--- config.mk ---
export PLATFORM = sky130hd
export DESIGN_NAME = onchip_mem_arbiter
export DESIGN_NICKNAME = d
export VERILOG_FILES = /design/src/rtl/onchip_mem_arbiter.sv
export SDC_FILE = /design/constraint.sdc
export NUM_CORES = 1
export LEC_CHECK = 0
export ABC_AREA = 1
export BUFFER_PORTS_ARGS = -buffer_cell sky130_fd_sc_hd__buf_2
export CAP_MARGIN = 20
export CORE_MARGIN = 1
export CORE_UTILIZATION = 38
export DETAILED_ROUTE_END_ITERATION = 8
export PLACE_DENSITY = 0.77
export SETUP_SLACK_MARGIN = 0.15
export SYNTH_ARGS = -nofsm -noshare
export SYNTH_HDL_FRONTEND = slang
export SYNTH_SLANG_ARGS = --single-unit
export TNS_END_PERCENT = 30
--- constraint.sdc ---
create_clock -name clk -period 1.5 [get_ports clk]
set_input_delay 0.075 -clock clk [delete_from_list [all_inputs] [get_ports clk]]
set_output_delay 0.075 -clock clk [all_outputs]
set_load 0.05 [all_outputs]
--- src/rtl/onchip_mem_arbiter.sv ---
// Two-master Avalon-MM arbiter in front of a single-port on-chip RAM with 1-cycle read latency.
// Build option: define ONCHIP_ARB_FIXED_PRIO_EN to make master 0 win every contended cycle.
`default_nettype none

module onchip_mem_arbiter #(
  parameter int ADDR_W    = 16,
  parameter int DATA_W    = 32,
  parameter int MEM_WORDS = 40000,
  parameter int MAX_GRANT = 2
) (
  input  logic                  clk,
  input  logic                  reset_n,

  input  logic [ADDR_W-1:0]     m0_address,
  input  logic [DATA_W/8-1:0]   m0_byteenable,
  input  logic                  m0_read,
  input  logic                  m0_write,
  input  logic [DATA_W-1:0]     m0_writedata,
  output logic                  m0_waitrequest,
  output logic [DATA_W-1:0]     m0_readdata,
  output logic                  m0_readdatavalid,

  input  logic [ADDR_W-1:0]     m1_address,
  input  logic [DATA_W/8-1:0]   m1_byteenable,
  input  logic                  m1_read,
  input  logic                  m1_write,
  input  logic [DATA_W-1:0]     m1_writedata,
  output logic                  m1_waitrequest,
  output logic [DATA_W-1:0]     m1_readdata,
  output logic                  m1_readdatavalid,

  output logic [ADDR_W-1:0]     mem_address,
  output logic [DATA_W/8-1:0]   mem_byteenable,
  output logic                  mem_chipselect,
  output logic                  mem_write,
  output logic [DATA_W-1:0]     mem_writedata,
  output logic                  mem_clken,
  input  logic [DATA_W-1:0]     mem_readdata
);

  localparam int                BE_W      = DATA_W / 8;
  localparam int                CNT_W     = $clog2(MAX_GRANT + 1);
  localparam logic [CNT_W-1:0]  CNT_MAX   = CNT_W'(MAX_GRANT);
  localparam logic [31:0]       MEM_LIMIT = 32'(MEM_WORDS);

  logic              owner_q, owner_d;
  logic [CNT_W-1:0]  count_q, count_d;
  logic              rd_pend_q, rd_pend_d;
  logic              rd_owner_q, rd_owner_d;
  logic              rd_oob_q, rd_oob_d;
  logic [DATA_W-1:0] rdata0_q, rdata0_d;
  logic [DATA_W-1:0] rdata1_q, rdata1_d;

  logic              req0, req1;
  logic              gnt_vld;
  logic              gnt_sel;
  logic              acc;
  logic [ADDR_W-1:0] gnt_addr;
  logic [BE_W-1:0]   gnt_be;
  logic [DATA_W-1:0] gnt_wdata;
  logic              gnt_wr;
  logic              gnt_rd;
  logic              in_range;
  logic              rdv0, rdv1;
  logic [DATA_W-1:0] rdata_ret;

  // Grant selection: gnt_sel = 0 picks master 0, 1 picks master 1.
  always_comb begin
    req0    = m0_read | m0_write;
    req1    = m1_read | m1_write;
    gnt_vld = req0 | req1;
    gnt_sel = 1'b0;
    if (req0 && req1) begin
`ifdef ONCHIP_ARB_FIXED_PRIO_EN
      gnt_sel = 1'b0;
`else
      gnt_sel = (count_q < CNT_MAX) ? owner_q : ~owner_q;
`endif
    end else if (req1) begin
      gnt_sel = 1'b1;
    end
  end

  always_comb begin
    gnt_addr  = gnt_sel ? m1_address    : m0_address;
    gnt_be    = gnt_sel ? m1_byteenable : m0_byteenable;
    gnt_wdata = gnt_sel ? m1_writedata  : m0_writedata;
    gnt_wr    = gnt_sel ? m1_write      : m0_write;
    gnt_rd    = gnt_sel ? m1_read       : m0_read;
    in_range  = 32'(gnt_addr) < MEM_LIMIT;
    acc       = reset_n & gnt_vld;
  end

  // Out-of-range commands are still accepted; they just never reach the RAM.
  always_comb begin
    m0_waitrequest = ~(acc & ~gnt_sel);
    m1_waitrequest = ~(acc & gnt_sel);
    mem_address    = gnt_addr;
    mem_byteenable = gnt_be;
    mem_writedata  = gnt_wdata;
    mem_chipselect = acc & in_range;
    mem_write      = acc & in_range & gnt_wr;
    mem_clken      = reset_n;
  end

  always_comb begin
    owner_d = owner_q;
    count_d = count_q;
    if (gnt_vld) begin
      if (gnt_sel == owner_q) begin
        count_d = (count_q == CNT_MAX) ? count_q : count_q + CNT_W'(1);
      end else begin
        owner_d = gnt_sel;
        count_d = CNT_W'(1);
      end
    end
  end

  // A command with both read and write set is a write and returns nothing.
  always_comb begin
    rd_pend_d  = acc & gnt_rd & ~gnt_wr;
    rd_owner_d = rd_pend_d ? gnt_sel   : rd_owner_q;
    rd_oob_d   = rd_pend_d ? ~in_range : rd_oob_q;
  end

  // Return data passes straight through on its valid cycle and is held afterwards.
  always_comb begin
    rdv0             = rd_pend_q & ~rd_owner_q;
    rdv1             = rd_pend_q & rd_owner_q;
    rdata_ret        = rd_oob_q ? '0 : mem_readdata;
    m0_readdatavalid = rdv0;
    m1_readdatavalid = rdv1;
    m0_readdata      = rdv0 ? rdata_ret : rdata0_q;
    m1_readdata      = rdv1 ? rdata_ret : rdata1_q;
    rdata0_d         = m0_readdata;
    rdata1_d         = m1_readdata;
  end

  always_ff @(posedge clk or negedge reset_n) begin
    if (!reset_n) begin
      owner_q    <= 1'b1;
      count_q    <= CNT_MAX;
      rd_pend_q  <= 1'b0;
      rd_owner_q <= 1'b0;
      rd_oob_q   <= 1'b0;
      rdata0_q   <= '0;
      rdata1_q   <= '0;
    end else begin
      owner_q    <= owner_d;
      count_q    <= count_d;
      rd_pend_q  <= rd_pend_d;
      rd_owner_q <= rd_owner_d;
      rd_oob_q   <= rd_oob_d;
      rdata0_q   <= rdata0_d;
      rdata1_q   <= rdata1_d;
    end
  end

endmodule

`default_nettype wire

==> metrics.cfg <==
[status]
status = complete, but fails checks
violations = setup timing

[power_and_ir_drop]
power_switching_mw = 10.24
p_int_mw = 9.136
leakagePower_nw = 4.095
peakVddDrop_v = 0.001990
seq_power_share = 0.161
p_clk_frac = 0.089
powerDensity_nw_per_um2 = 2638
finalPower_mw = 19.37
pwr-share-comb = 0.749
switching_share = 0.5284

[synthesis]
synthCells = 525
synth_top_family_by_area = simple AND/OR/NAND/NOR gates
synth-seq-cells = 70
syn_area_um2 = 3852
synth_adder_area_share = 0.003248
synth-xor-area-share = 0
muxShareOfSynthArea = 0.09354
yosysWarnings = 0
yosysSeqAreaShare = 0.4553
synthDistinctLibCells = 25
synth_fp_nets = 668
synth_compound_area_frac = 0.01169
avgSynthCellArea_um2 = 7.338
synth_simple_gate_area_frac = 0.3365

[worst_setup_path]
cp_max_fo = 5
setup.worst_path.class = register to output pin
cp_data_arrival_time_ns = 2.21
cp-end-kind = output pin
cp-start-kind = register
r2r-start = owner_q$_DFFE_PN1P_
startpoint = owner_q$_DFFE_PN1P_
worst_ep_required_time_ns = 1.42

[global_routing]
antenna_found_initial = 0
grt_pass1_vias = 4237
use_met1 = 0.2692
grt_pass1_wl_mm = 19.71
overflow = 0
use_met2 = 0.4513
top_usage_layer = met2
grtUsageMet3 = 0.04475
grt_max_degree = 49
grt_use_total = 0.2455

[cells_and_area]
final_cell_mix = nand2_1 (185), buf_2 (142), buf_6 (98)
drive_gt1_frac = 0.5792
fill_cells = 644
syn2layout_area_growth_pct = 90.58
mostFrequentLayoutCell = nand2_1
multiInputGateArea_um2 = 2203
register_area_um2 = 1755
utilization = 0.7477
diodes = 0
nNetsFinal = 965

[clock_tree]
clkTransAtPathRegs_ns = 0.08
root_buffer = clkbuf_8
clock_latency_ns = 0.35
cts_buffers = 9
h-tree-depth = 3
cts_buffer_depth = 2
cts_sinks = 70
cts_tree = built

[timing]
fin_crit_ns = 2.288
relSlewSlack = 0.6063
period_share = 1.526
setup_viol = 122
slew_violations = 0
fmax_ghz = 0.4370
fin_skew_ns = 0.01729
setup_slack_ns = -0.7884
finalHoldViolCount = 0
hold_slack_ns = 0.04131
tightest_slew_ns = 0.5906
grt_setup_unrepaired = true

[floorplan]
initial_core_util = 0.3923
die_area_um2 = 10540
core_area_um2 = 9819
die_y_um = 102.7
die_width_um = 102.7
ioPinCount = 265
rows = 36

[route]
wl_per_cell_um = 15.72
post_drt_via_cell_ratio = 4.728
drc = 0
vias = 4539
wl_mm = 15.09
postRouteAntennaNets = 0
drt-pass1-iter-count = 4
drt_iter0_drc = 182

[min_path]
hold_path_class = primary input to asynchronous set/reset pin

[placement]
gp_congestion = 0.8908
dp_hpwl_mm = 9.555
dp_slack_ns = -0.4733
io_buffer_count = 264

[run]
drv_cap = 0

## cells in the mapped netlist
library cell,number,share of area
buf_1,3,0.0029
buf_12,1,0.0052
buf_2,9,0.012
buf_4,1,0.0019
buf_6,1,0.0029
clkbuf_1,11,0.011
clkinv_1,1,0.00097
dfrtp_1,68,0.44
dfstp_2,2,0.014
ha_1,1,0.0032
inv_1,61,0.059
inv_2,4,0.0039
mux2_2,32,0.094
nand2_1,254,0.25
nand2_2,12,0.019
nand2_4,1,0.0029
nand3_1,7,0.0091
nand3_2,2,0.0052
nand3b_1,6,0.012
nor2_1,40,0.039
nor2_2,1,0.0016
o21ai_0,4,0.0052
o21ai_1,1,0.0013
o22ai_2,1,0.0032
o31ai_1,1,0.0019
## worst paths after layout
check	to	slack, ns	cells after the start
worst min register to register	rdata1_q[29]$_DFF_PN0_	0.49	2
worst max register to register	count_q[0]$_DFFE_PN0P_	-0.46	14
worst max-delay path	mem_chipselect	-0.79	13
max in group asynchronous	rdata0_q[6]$_DFF_PN0_	0.85	3
worst min-delay path	rdata0_q[24]$_DFF_PN0_	0.04	3
min in group clk	rdata1_q[30]$_DFF_PN0_	0.08	5
## sequential cells by signal, summed over array words and instances, names as in the netlist
| signal | flops |
|---|---|
| count_q | 2 |
| rd_oob_q | 1 |
| rd_owner_q | 1 |
| rd_pend_q | 1 |
| rdata1_q | 32 |
| owner_q | 1 |
| rdata0_q | 32 |
## power by group through the flow
stage / sequential, mW / combinational (mW) / clock [mW]
3_3_place_gp: 3.02 / 11.1 / 0
3_5_place_dp: 3.08 / 11.2 / 0
6_report: 3.13 / 14.5 / 1.73
4_1_cts: 3.07 / 12.7 / 1.74
2_1_floorplan: 3.00 / 8.47 / 0
5_1_grt: 3.18 / 15.1 / 1.83
## metrics by stage
| step | instances | TNS [ns] | instance area, um^2 |
|---|---|---|---|
| global route | 960 | -48.96 | 7342 |
| floorplan | 525 | -5.553 | 4153 |
| CTS | 948 | -42.35 | 6713 |
| global placement | 926 | -13.88 | 5873 |
| detailed placement | 926 | -14.97 | 5873 |
| finish | 960 | -40.56 | 7342 |
## kinds of logic (layout without fill, tap and decap cells)
family	after synthesis	in the layout
muxes	32	32
adders and majority gates	1	1
DFF	70	70
AOI/OAI and AO/OA	7	7
and+or+nand+nor	323	324
buffers and inverters	92	393
## critical path, stage by stage, from the launching register on
cell and delay (ns):
dfstp_2 0.56, inv_2 0.05, nand2_2 0.07, nand3_4 0.11, buf_6 0.16, nand3b_1 0.12, nand2_4 0.09, nor2_4 0.13
nand3_2 0.10, nand2_2 0.10, inv_4 0.04, nand3_4 0.09, clkinvlp_4 0.10, buf_8 0.15
## metal layers
layer | share of wire | routed length, um
met5 | 0 | 0
met4 | 0.034 | 517
met3 | 0.061 | 919
met2 | 0.55 | 8240
met1 | 0.36 | 5416
## area by class of cell
cell class              instances  share of cell area
clock buffers                  10             0.01875
well taps                     133             0.02267
clock inverters                 6             0.01261
multi-input cells             364              0.3001
repair buffers                311              0.3698
inverters                      66             0.03698
flip-flops and latches         70              0.2391
## repair_timing
action                                 CTS  global route
buffers inserted                         3             5
gates cloned                             2             7
hold buffers                             1             0
pin swaps                                6            12
setup endpoints to repair              127           128
gates resized for setup                181           171
endpoints found under the hold margin   68             0
(Power assumes the default switching activity.)
